`src/rtl/uart_rx_latch_if.sv`:
```
// Receive-side bus of the UART receiver: serial line and ack in, held byte and status out.
interface uart_rx_latch_if #(
    parameter int data_bits = 8
);
    logic                 uart_rxd;
    logic                 rx_ack;
    logic [data_bits-1:0] rx_data;
    logic                 rx_valid;
    logic                 rx_busy;
    logic                 rx_frame_err;
    logic                 rx_overrun;

    modport master (
        output uart_rxd, rx_ack,
        input  rx_data, rx_valid, rx_busy, rx_frame_err, rx_overrun
    );

    modport slave (
        input  uart_rxd, rx_ack,
        output rx_data, rx_valid, rx_busy, rx_frame_err, rx_overrun
    );
endinterface

```
`src/rtl/uart_rx_latch.sv`:
```
// 8N1 UART receiver with mid-bit sampling, a held output byte and a valid/ack handshake.
// state     | meaning
// IDLE      | line idle, waiting for a falling edge on the synchronized line
// START     | half a bit period into the start bit, confirming it is still low
// DATA      | sampling data bits once per bit period, LSB first
// STOP      | sampling the stop bit, then delivering the byte or flagging a framing error
// WAIT_HIGH | stop bit was low; waiting for the line to return high
module uart_rx_latch #(
    parameter int clk_freq  = 50_000_000,
    parameter int baud      = 115200,
    parameter int data_bits = 8
) (
    input  logic           clk,
    input  logic           reset,
    uart_rx_latch_if.slave bus
);
    localparam int cpb  = clk_freq / baud;
    localparam int half = cpb / 2;
    localparam int cw   = $clog2(cpb);
    localparam int bw   = $clog2(data_bits + 1);

    localparam logic [cw-1:0] baud_last = cw'(cpb - 1);
    localparam logic [cw-1:0] half_last = cw'(half - 1);
    localparam logic [bw-1:0] bits_last = bw'(data_bits - 1);

    typedef enum logic [2:0] {IDLE, START, DATA, STOP, WAIT_HIGH} state_t;

    state_t               state, state_nxt;
    logic [1:0]           sync_q;
    logic                 rxd_s;
    logic [cw-1:0]        baud_cnt, baud_nxt;
    logic [bw-1:0]        bit_cnt, bit_nxt;
    logic [data_bits-1:0] shift_q, shift_nxt;
    logic [data_bits-1:0] data_q, data_nxt;
    logic                 valid_q, valid_nxt;
    logic                 ovr_q, ovr_nxt;
    logic                 ferr_q, ferr_nxt;

    assign rxd_s = sync_q[1];

    always_ff @(posedge clk or posedge reset) begin
        if (reset) begin
            state    <= IDLE;
            sync_q   <= 2'b11;
            baud_cnt <= '0;
            bit_cnt  <= '0;
            shift_q  <= '0;
            data_q   <= '0;
            valid_q  <= 1'b0;
            ovr_q    <= 1'b0;
            ferr_q   <= 1'b0;
        end else begin
            state    <= state_nxt;
            sync_q   <= {sync_q[0], bus.uart_rxd};
            baud_cnt <= baud_nxt;
            bit_cnt  <= bit_nxt;
            shift_q  <= shift_nxt;
            data_q   <= data_nxt;
            valid_q  <= valid_nxt;
            ovr_q    <= ovr_nxt;
            ferr_q   <= ferr_nxt;
        end
    end

    always_comb begin
        state_nxt = state;
        baud_nxt  = baud_cnt;
        bit_nxt   = bit_cnt;
        shift_nxt = shift_q;
        data_nxt  = data_q;
        valid_nxt = valid_q;
        ovr_nxt   = ovr_q;
        ferr_nxt  = 1'b0;

        // Ack is resolved first so a byte finishing on the same cycle sees the slot free.
        if (valid_q && bus.rx_ack) begin
            valid_nxt = 1'b0;
            ovr_nxt   = 1'b0;
        end

        unique case (state)
            IDLE: begin
                if (!rxd_s) begin
                    state_nxt = START;
                    baud_nxt  = '0;
                    bit_nxt   = '0;
                end
            end
            START: begin
                if (baud_cnt == half_last) begin
                    baud_nxt  = '0;
                    state_nxt = rxd_s ? IDLE : DATA;
                end else begin
                    baud_nxt = baud_cnt + 1'b1;
                end
            end
            DATA: begin
                if (baud_cnt == baud_last) begin
                    baud_nxt  = '0;
                    shift_nxt = {rxd_s, shift_q[data_bits-1:1]};
                    if (bit_cnt == bits_last) state_nxt = STOP;
                    else                      bit_nxt   = bit_cnt + 1'b1;
                end else begin
                    baud_nxt = baud_cnt + 1'b1;
                end
            end
            STOP: begin
                if (baud_cnt == baud_last) begin
                    baud_nxt = '0;
                    if (rxd_s) begin
                        state_nxt = IDLE;
                        if (!valid_nxt) begin
                            data_nxt  = shift_q;
                            valid_nxt = 1'b1;
                        end else begin
                            ovr_nxt = 1'b1;
                        end
                    end else begin
                        ferr_nxt  = 1'b1;
                        state_nxt = WAIT_HIGH;
                    end
                end else begin
                    baud_nxt = baud_cnt + 1'b1;
                end
            end
            WAIT_HIGH: begin
                if (rxd_s) state_nxt = IDLE;
            end
            default: state_nxt = IDLE;
        endcase
    end

    assign bus.rx_data      = data_q;
    assign bus.rx_valid     = valid_q;
    assign bus.rx_busy      = (state != IDLE);
    assign bus.rx_frame_err = ferr_q;
    assign bus.rx_overrun   = ovr_q;
endmodule

```
`src/flat_wrapper.sv`:
```
// flat-port wrapper written by rule: the top's interface ports become plain ports
module uart_rx_latch_flat 
#(
    parameter int clk_freq  = 50_000_000,
    parameter int baud      = 115200,
    parameter int data_bits = 8
)
  (clk, reset, bus_uart_rxd, bus_rx_ack, bus_rx_data, bus_rx_valid, bus_rx_busy, bus_rx_frame_err, bus_rx_overrun);
  uart_rx_latch_if #(.data_bits(data_bits)) bus_i ();
  input  logic clk;
  input  logic reset;
  input wire logic [$bits(bus_i.uart_rxd)-1:0] bus_uart_rxd;
  input wire logic [$bits(bus_i.rx_ack)-1:0] bus_rx_ack;
  output wire logic [$bits(bus_i.rx_data)-1:0] bus_rx_data;
  output wire logic [$bits(bus_i.rx_valid)-1:0] bus_rx_valid;
  output wire logic [$bits(bus_i.rx_busy)-1:0] bus_rx_busy;
  output wire logic [$bits(bus_i.rx_frame_err)-1:0] bus_rx_frame_err;
  output wire logic [$bits(bus_i.rx_overrun)-1:0] bus_rx_overrun;
  assign bus_i.uart_rxd = bus_uart_rxd;
  assign bus_i.rx_ack = bus_rx_ack;
  assign bus_rx_data = bus_i.rx_data;
  assign bus_rx_valid = bus_i.rx_valid;
  assign bus_rx_busy = bus_i.rx_busy;
  assign bus_rx_frame_err = bus_i.rx_frame_err;
  assign bus_rx_overrun = bus_i.rx_overrun;
  uart_rx_latch #(.clk_freq(clk_freq), .baud(baud), .data_bits(data_bits)) u_core (.clk(clk), .reset(reset), .bus(bus_i));
endmodule
```
`config.mk`:
```
export PLATFORM = sky130hd
export DESIGN_NAME = uart_rx_latch_flat
export DESIGN_NICKNAME = d
export VERILOG_FILES = /design/src/rtl/uart_rx_latch_if.sv /design/src/rtl/uart_rx_latch.sv /design/src/flat_wrapper.sv
export SDC_FILE = /design/constraint.sdc
export NUM_CORES = 1
export LEC_CHECK = 0
export CAP_MARGIN = 20
export CORE_MARGIN = 2
export CORE_UTILIZATION = 60
export CTS_CLUSTER_SIZE = 14
export DETAILED_ROUTE_END_ITERATION = 8
export PLACE_DENSITY = 0.93
export SLEW_MARGIN = 30
export SYNTH_ARGS = -nofsm -noshare
export SYNTH_HDL_FRONTEND = slang
export SYNTH_SLANG_ARGS = --single-unit
export TNS_END_PERCENT = 100
```
`constraint.sdc`:
```
create_clock -name clk -period 4.5 [get_ports clk]
set_input_delay 0.675 -clock clk [delete_from_list [all_inputs] [get_ports clk]]
set_output_delay 0.675 -clock clk [all_outputs]
set_load 0.02 [all_outputs]
```
==> metrics.txt, run 1 <==
outcome=finished clean; count of pins over their slew limit=0; final-report setup violation count=0; Vias/cell=6.25; WHS Endpoint=u_core.sync_q[1]$_DFF_PP1_; RSZ-0062 raised after global routing=false; Total GRT Usage=23.5%; Required @ worst endpoint=3.83 ns; # Post-CTS Setup Buffers=0; post-synthesis cell count=161; fin crit share=54.4%; CP Max Fanout=10; post-route minimum period=2.45 ns; CP peak stage delay=0.54 ns; Worst Tran Pin Value=0.753 ns; DRT iter0 DRCs=169; crit end category=primary output; Cell Rows=20; Synth Area per Inst=11.3 µm²; Cell Count, Final, Fillers Out=212; Post-CTS Resized=0; startpoint types=register; CTS tree=yes; Main synth FF type=dfrtp_1; hold depth=0; Synth top area share=47.9%; H-tree levels=2; max_slew headroom=49.5%; WP data arrival=1.77 ns; hold buffers post-CTS=0; WL/cell=16.7 µm; DRT Pass-1 Iters=4; placed cell count=204; Worst R2R End=u_core.bus.rx_data[7]$_DFFE_PP0P_; Yosys top cell by area=dfrtp_1; share of cells above drive strength 1=19.6%; type of the worst min-delay path=register to register; Clock Latency Late Sink=0.34 ns; Final Skew=0.0189 ns; FF-to-FF path depth=6; synth top area cells=dfrtp_1 (48%), mux2_2 (10%), dfstp_2 (2.9%); Max-Cap Viols=0; chip height=59.2 µm; DP HPWL=2560 µm; final hold vios=0; Buf+Inv Stages, Crit Path=1; die width=59.2 µm; crit path cell chain=or3_1, clkdlybuf4s50_1; Synth top cells by count=dfrtp_1 (35), mux2_2 (17), nand2_1 (12); Detail Route Antenna Nets=0; leakage power=0.911 nW; Synth Cell Area=1830 µm²; Min-Delay Startpoint=u_core.sync_q[0]$_DFF_PP1_; Initial Util=61.3%; FF+latch count, synth=37; clk root buf=clkbuf_4; Seq/Total Area, Yosys=50.8%; ANT cells=0; Clock Pin Slew Worst Setup and Hold Paths=0.12 ns; crit-path leading delay family=buffers and inverters; FILL cells=212; post-synth cell types=45; placer congestion estimate=0.854; Post-synth ARST share=100%; critical path depth in cells=2; CP max-delay cell=clkdlybuf4s50_1; # IOs=16; Final Routed Wirelength=3540 µm; Post-synth EDFFs=0; vias in the first global route=1290; maximum vdd drop=277 µV; critical path type=register to primary output; Min Hold Slack=0.365 ns; setup TNS=0 ns; antenna violations before repair=0; area grow syn2layout=14.3%; CTS buffer count=5; first-pass GRT wire length=5990 µm; total die area=3500 µm²; Port Buffer Count=15; top-count cell post-synth=dfrtp_1; reg2reg setup slack=2.25 ns; routed via count=1325; Pwr Density=280 nW/µm²; Max Fclk=408 MHz; clock buffer depth=2; total gr overflow=0; fin nets=186; Num Clock Sinks=37; Syn Nets=169; Synthesis Warnings=0; Remaining DRCs=0; core area=2980 µm²; largest net degree at the start of global routing=38; Worst R2R Start=u_core.baud_cnt[1]$_DFFE_PP0P_
==> power breakdown <==
group / switching (W) / leakage, nW / total (W) / internal, W
sequential: 0.00000190 / 0.490 / 0.000336 / 0.000334
combinational: 0.00000691 / 0.375 / 0.0000103 / 0.00000338
clock: 0.000106 / 0.0455 / 0.000239 / 0.000133
==> final cells by class <==
class | instances | area (µm²) | share of cell area [%]
timing repair buffer | 16 | 158 | 7.55
multi-input combinational | 112 | 853 | 40.9
sequential | 37 | 928 | 44.5
clock buffer | 7 | 55.1 | 2.64
inverter | 6 | 22.5 | 1.08
clock inverter | 1 | 30.0 | 1.44
tap | 33 | 41.3 | 1.98
==> flip-flops by register name (all words and copies together), names as in the netlist <==
signal	count
u_core.bit_cnt	4
u_core.baud_cnt	9
u_core.sync_q	2
u_core.bus.rx_overrun	1
u_core.bus.rx_frame_err	1
u_core.bus.rx_valid	1
u_core.bus.rx_data	8
u_core.shift_q	8
u_core.state	3
==> cell families after synthesis <==
group | share of synthesized area [%]
buffers and inverters | 2.74
DFF | 50.8
AOI/OAI and AO/OA | 12.6
adders and majority gates | 2.74
and+or+nand+nor | 19.0
muxes | 11.6
xor gates and xnor gates | 0.480
==> metrics by stage <==
stage	power, W	utilization [%]	area (µm²)	worst slack [ns]
floorplan	0.000347	-	1830	2.49
global placement	0.000353	67.1	2000	2.01
detailed placement	0.000353	67.3	2000	2.15
CTS	0.000590	70.1	2090	2.04
global route	0.000602	70.1	2090	1.98
finish	0.000585	70.1	2090	2.05
==> layer usage <==
metal | vias up | global-route usage (%) | share of wire [%] | wire [µm]
li1 | 624 | - | - | -
met1 | 667 | 30.9 | 44 | 1570
met4 | 0 | 8.44 | 1.0 | 36
met3 | 5 | 5.68 | 3.2 | 114
met2 | 29 | 37.9 | 51 | 1820
met5 | - | 0 | 0 | 0
==> cell usage in the layout, fill, tap and decap left out, drive strengths merged, types with 2 or more instances in the layout <==
cell type and n:
ha 4, clkbuf 7, clkdlybuf4s50 15, a21oi 10, nor2 9, dfrtp 35, o21ai 9, nand3 9
nor2b 3, nand4b 2, and3b 2, nor3 5, inv 6, mux2 17, mux2i 2, a21o 2
dfstp 2, a221o 2, nand2 12, nand4bb 2, a2111oi 2
==> worst reg2reg max path: stages, from the launching register on <==
cell and delay (ns):
dfrtp_1 0.42, inv_1 0.09, ha_1 0.19, nand4bb_4 0.14, or2_4 0.30, nor4b_4 0.60
mux2_2 0.41
==> worst max-delay path by stage <==
stage,startpoint,to,slack (ns)
finish,u_core.state[0]$_DFFE_PP0P_,bus_rx_busy,2.05
global route,u_core.state[0]$_DFFE_PP0P_,bus_rx_busy,1.98
CTS,u_core.state[0]$_DFFE_PP0P_,bus_rx_busy,2.04
detailed placement,bus_rx_ack,u_core.bus.rx_data[3]$_DFFE_PP0P_,2.15
global placement,u_core.state[2]$_DFFE_PP0P_,u_core.shift_q[1]$_DFFE_PP0P_,2.01
floorplan,u_core.baud_cnt[1]$_DFFE_PP0P_,u_core.bus.rx_data[0]$_DFFE_PP0P_,2.49
No activity file was read; power rests on OpenSTA's default activity.
==> inputs of run 2 (changes only) <==
--- a/config.mk
+++ b/config.mk
@@ -7,10 +7,10 @@
 export LEC_CHECK = 0
 export CAP_MARGIN = 20
 export CORE_MARGIN = 2
-export CORE_UTILIZATION = 60
+export CORE_UTILIZATION = 56
 export CTS_CLUSTER_SIZE = 14
 export DETAILED_ROUTE_END_ITERATION = 8
-export PLACE_DENSITY = 0.93
+export PLACE_DENSITY = 0.89
 export SLEW_MARGIN = 30
 export SYNTH_ARGS = -nofsm -noshare
 export SYNTH_HDL_FRONTEND = slang
==> constraint.sdc (replaced) <==
create_clock -name clk -period 2.4 [get_ports clk]
set_input_delay 0.36 -clock clk [delete_from_list [all_inputs] [get_ports clk]]
set_output_delay 0.36 -clock clk [all_outputs]
set_load 0.02 [all_outputs]
==> metrics.txt, run 2 (synthesis gave the netlist of run 1 again) <==
routed via count=1334 (was 1325); area grow syn2layout=16.6% (was 14.3%); # IOs=16 (unchanged); Clock Pin Slew Worst Setup and Hold Paths=0.12 ns (about the same); final hold vios=0 (unchanged); Comb power frac=1.7% (was 1.8%); count of pins over their slew limit=0 (unchanged); largest net degree at the start of global routing=38 (unchanged); WL/cell=15.8 µm (was 16.7 µm); max_slew headroom=68.2% (was 49.5%); WP data arrival=1.78 ns (was 1.77 ns); P_int=0.000880 W (was 0.000470 W); DRT Pass-1 Iters=5 (was 4); # Post-CTS Setup Buffers=0 (unchanged); sequential share of power=56.5% (was 57.4%); DP HPWL=2550 µm (was 2560 µm); Detail Route Antenna Nets=0 (unchanged); flip-flop count of the largest register after layout=9 (unchanged); Pwr Density=523 nW/µm² (was 280 nW/µm²); final-report setup violation count=0 (unchanged); RSZ-0062 raised after global routing=false (unchanged); Max Fclk=468 MHz; commonest non-fill, non-tap cell in the layout=dfrtp_1 (unchanged); critical path type=register to primary output (unchanged); placer congestion estimate=0.883 (was 0.854); total gr overflow=0 (unchanged); Cell Rows=20 (unchanged); total die area=3740 µm² (was 3500 µm²); Vias/cell=5.88 (was 6.25); ANT cells=0 (unchanged); register bank with the most flops=u_core.baud_cnt (unchanged); Total GRT Usage=21.4% (was 23.5%); clock buffer depth=2 (unchanged); P_sw=0.000234 W (was 0.000115 W); crit end category=primary output (unchanged); Required @ worst endpoint=2.04 ns (was 3.83 ns); first-pass GRT wire length=5790 µm (was 5990 µm); Final Routed Wirelength=3580 µm (was 3540 µm); die width=61.1 µm (was 59.2 µm); startpoint types=register (unchanged); hold buffers post-CTS=0 (unchanged); DRT iter0 DRCs=116 (was 169); outcome=finished clean (unchanged); chip height=61.1 µm (was 59.2 µm); maximum vdd drop=395 µV (was 277 µV); type of the worst min-delay path=register to register (unchanged); Initial Util=59.3% (was 61.3%); Min Hold Slack=0.369 ns (was 0.365 ns); switch share=21.0% (was 19.6%); post-route minimum period=2.14 ns; leakage power=0.930 nW (was 0.911 nW); Final WS setup=0.262 ns (was 2.05 ns); dpl ws=0.344 ns (was 2.15 ns); Final Skew=0.0150 ns (was 0.0189 ns); share of cells above drive strength 1=21.3% (was 19.6%); most frequent cells in the layout=dfrtp_1 (35), mux2_2 (17), clkdlybuf4s50_1 (15) (unchanged); Max-Cap Viols=0 (unchanged); Clock Power Share=41.8% (was 40.8%); antenna violations before repair=0 (unchanged); Worst Tran Pin Value=0.476 ns (was 0.753 ns); setup TNS=0 ns (unchanged); Remaining DRCs=0 (unchanged); Port Buffer Count=15 (unchanged); H-tree levels=2 (unchanged); vias in the first global route=1201 (was 1290); clk root buf=clkbuf_4 (unchanged); fin crit share=89.1%; Num Clock Sinks=37 (unchanged); CP Max Fanout=10 (unchanged); core area=3080 µm² (was 2980 µm²); Post-CTS Resized=0 (unchanged); CTS tree=yes (unchanged); CTS buffer count=5 (unchanged); Clock Latency Late Sink=0.35 ns (was 0.34 ns); Core Util, Final=69.2% (was 70.1%); fin nets=190 (was 186)
[run 2: final timing paths]
check	from	endpoint	slack [ns]	cells after the start
worst min-delay path	u_core.sync_q[0]$_DFF_PP1_	u_core.sync_q[1]$_DFF_PP1_	0.37	0
worst min register to register	u_core.sync_q[0]$_DFF_PP1_	u_core.sync_q[1]$_DFF_PP1_	0.37	0
max in group asynchronous	reset	u_core.sync_q[1]$_DFF_PP1_	1.66	3
min in group asynchronous	reset	u_core.shift_q[3]$_DFFE_PP0P_	0.40	3
worst max register to register	u_core.baud_cnt[1]$_DFFE_PP0P_	u_core.bus.rx_data[6]$_DFFE_PP0P_	0.33	7
worst max-delay path	u_core.state[0]$_DFFE_PP0P_	bus_rx_busy	0.26	2
[run 2: through the flow]
stage               total power (W)  area (µm²)  cells
floorplan                  0.000651        1830    161
global placement           0.000661        2040    219
detailed placement         0.000662        2040    219
CTS                         0.00112        2130    227
global route                0.00115        2130    227
finish                      0.00111        2130    227
[run 2: worst max-delay path, stage by stage, from the launching register on]
cell             delay [ns]
dfrtp_1                0.50
or3_1                  0.39
clkdlybuf4s50_1        0.54
[run 2: metal layers]
metal	GRT usage, %	wire length [µm]	share of wire (%)
met2	33.1	1730	48
met1	29.0	1630	46
met4	7.14	45	1.3
met3	6.51	170	4.8
met5	0	0	0
[run 2: area by class of cell]
class	instances	area (µm²)
inverters	6	22.5
fillers	221	947
clock inverters	2	37.5
repair buffers	20	188
multi-input cells	112	848
flip-flops and latches	37	928
clock buffers	6	51.3
well taps	44	55.1
[run 2: power groups by stage]
stage                     Combinational [W]  Clock, W  Sequential, W
final                             0.0000190  0.000465       0.000630
after global routing              0.0000220  0.000494       0.000630
after CTS                         0.0000200  0.000472       0.000630
after detailed placement          0.0000200         0       0.000642
after global placement            0.0000192         0       0.000641
after floorplan                   0.0000123         0       0.000639
==> inputs of run 3 (changes only) <==
==> constraint.sdc (replaced) <==
create_clock -name clk -period 2.4 [get_ports clk]
set_input_delay 0.24 -clock clk [delete_from_list [all_inputs] [get_ports clk]]
set_output_delay 0.24 -clock clk [all_outputs]
set_load 0.02 [all_outputs]
==> metrics.txt, run 3 (synthesis gave the netlist of run 1 again) <==
startpoint types=register (unchanged); fin nets=191 (was 190); setup TNS=0 ns (unchanged); critical path depth in cells=7 (was 2); Max Fclk=479 MHz (was 468 MHz); core area=3080 µm² (unchanged); # IOs=16 (unchanged); hold buffers post-CTS=0 (unchanged); commonest non-fill, non-tap cell in the layout=dfrtp_1 (unchanged); CTS buffer count=5 (unchanged); total die area=3740 µm² (unchanged); footprint of the multi-input gates=848 µm² (unchanged); max_slew headroom=66.2% (was 68.2%); leakage power=0.921 nW (was 0.930 nW); Total GRT Usage=22.4% (was 21.4%); Final Routed Wirelength=3610 µm (was 3580 µm); critical path type=register to register (was register to primary output); Clock Latency Late Sink=0.35 ns (about the same); Pwr Total=0.000970 W (was 0.00111 W); final-report setup violation count=0 (unchanged); FILL cells=228 (was 221); Port Buffer Count=15 (unchanged); Final Skew=0.0167 ns (was 0.0150 ns); Remaining DRCs=0 (unchanged); Num Clock Sinks=37 (unchanged); first-pass GRT wire length=6120 µm (was 5790 µm); Initial Util=59.3% (unchanged); WP data arrival=2.33 ns (was 1.78 ns); Buf+Inv Stages, Crit Path=2 (was 1); FF-to-FF path depth=7 (unchanged); DRT iter0 DRCs=132 (was 116); CP Max Fanout=8 (was 10); chip height=61.1 µm (unchanged); final hold vios=0 (unchanged); placed cell count=220 (was 219); CP peak stage delay=0.43 ns (was 0.54 ns); Pwr Density=461 nW/µm² (was 523 nW/µm²); fin crit share=87.0% (was 89.1%); Worst Tran Pin Value=0.494 ns (was 0.476 ns); Required @ worst endpoint=2.64 ns (was 2.04 ns); Cell Area, Placed=2050 µm² (was 2040 µm²); crit-path leading delay family=simple AND/OR/NAND/NOR gates (was buffers and inverters); Core Util, Final=68.3% (was 69.2%); Detail Route Antenna Nets=0 (unchanged); Post-CTS Resized=0 (unchanged); vias in the first global route=1390 (was 1201); clk root buf=clkbuf_4 (unchanged); crit path cell chain=inv_1, ha_1, nand4bb_4, or2_4, nor4b_4, buf_4, mux2_2 (was or3_1, clkdlybuf4s50_1); Vias/cell=6.00 (was 5.88); cell area after layout=2100 µm² (was 2130 µm²); post-route minimum period=2.09 ns (was 2.14 ns); count of pins over their slew limit=0 (unchanged); Cell Count, Final, Fillers Out=228 (was 227); clock buffer depth=2 (unchanged); routed via count=1367 (was 1334); register bank with the most flops=u_core.baud_cnt (unchanged); CP max-delay cell=dfrtp_1 (was clkdlybuf4s50_1); WL/cell=15.8 µm (about the same); Cell Rows=20 (unchanged); die width=61.1 µm (unchanged); H-tree levels=2 (unchanged); flip-flop count of the largest register after layout=9 (unchanged); outcome=finished clean (unchanged); Max-Cap Viols=0 (unchanged); total gr overflow=0 (unchanged); CTS tree=yes (unchanged); share of cells above drive strength 1=20.7% (was 21.3%); most frequent cells in the layout=dfrtp_1 (35), mux2_2 (17), clkdlybuf4s50_1 (15) (unchanged); type of the worst min-delay path=input pin to asynchronous set/reset pin (was register to register); DP HPWL=2520 µm (was 2550 µm); antenna violations before repair=0 (unchanged); crit end category=register (was primary output); RSZ-0062 raised after global routing=false (unchanged); # Post-CTS Setup Buffers=0 (unchanged); largest net degree at the start of global routing=38 (unchanged); placer congestion estimate=0.877 (was 0.883); area grow syn2layout=15.1% (was 16.6%); ANT cells=0 (unchanged); Reg area=928 µm² (unchanged); DRT Pass-1 Iters=4 (was 5); maximum vdd drop=413 µV (was 395 µV); Clock Pin Slew Worst Setup and Hold Paths=0.12 ns (about the same)
-- run 3: changes by cell type in the layout (fill, tap and decap cells not counted) --
cell,delta
clkbuf_1,+2
clkinvlp_4,-1
buf_4,+1
bufinv_16,-1
clkinv_4,+1
clkbuf_8,-1
-- run 3: final timing paths --
kind / slack [ns] / startpoint / end
worst max-delay path: 0.31 / u_core.baud_cnt[1]$_DFFE_PP0P_ / u_core.bus.rx_data[4]$_DFFE_PP0P_
worst min-delay path: 0.29 / reset / u_core.shift_q[7]$_DFFE_PP0P_
worst max register to register: 0.31 / u_core.baud_cnt[1]$_DFFE_PP0P_ / u_core.bus.rx_data[4]$_DFFE_PP0P_
worst min register to register: 0.36 / u_core.sync_q[0]$_DFF_PP1_ / u_core.sync_q[1]$_DFF_PP1_
max in group asynchronous: 1.76 / reset / u_core.sync_q[0]$_DFF_PP1_
min in group clk: 0.32 / bus_uart_rxd / u_core.sync_q[0]$_DFF_PP1_
-- run 3: layout make-up --
class / instances / area share, %
Clock buffer: 7 / 2.14
Clock inverter: 1 / 0.416
Inverter: 6 / 1.07
Timing Repair Buffer: 21 / 9.28
Tap cell: 44 / 2.62
Multi-Input combinational cell: 112 / 40.3
Sequential cell: 37 / 44.1
-- run 3: per-layer routing --
layer,GRT usage (%),share of wire (%)
met3,4.20,5.8
met1,29.5,42
met2,35.3,50
met5,0,0
met4,11.8,1.9
-- run 3: metrics by stage --
stage	hold slack [ns]	setup slack, ns
after floorplan	0.244	0.387
after global placement	0.347	0.405
after detailed placement	0.360	0.346
after CTS	0.294	0.331
after global routing	0.305	0.225
final	0.287	0.312
-- run 3: tightest hold or removal path: stages --
cell,delay (ns)
clkdlybuf4s50_1,0.39
inv_1,0.05
buf_4,0.40
-- run 3: power by group --
| part | leakage, nW | switching, W | internal [W] |
|---|---|---|---|
| clock network | 0.0295 | 0.000203 | 0.000118 |
| registers | 0.490 | 0.00000369 | 0.000626 |
| logic | 0.401 | 0.0000132 | 0.00000631 |
| total | 0.921 | 0.000220 | 0.000750 |
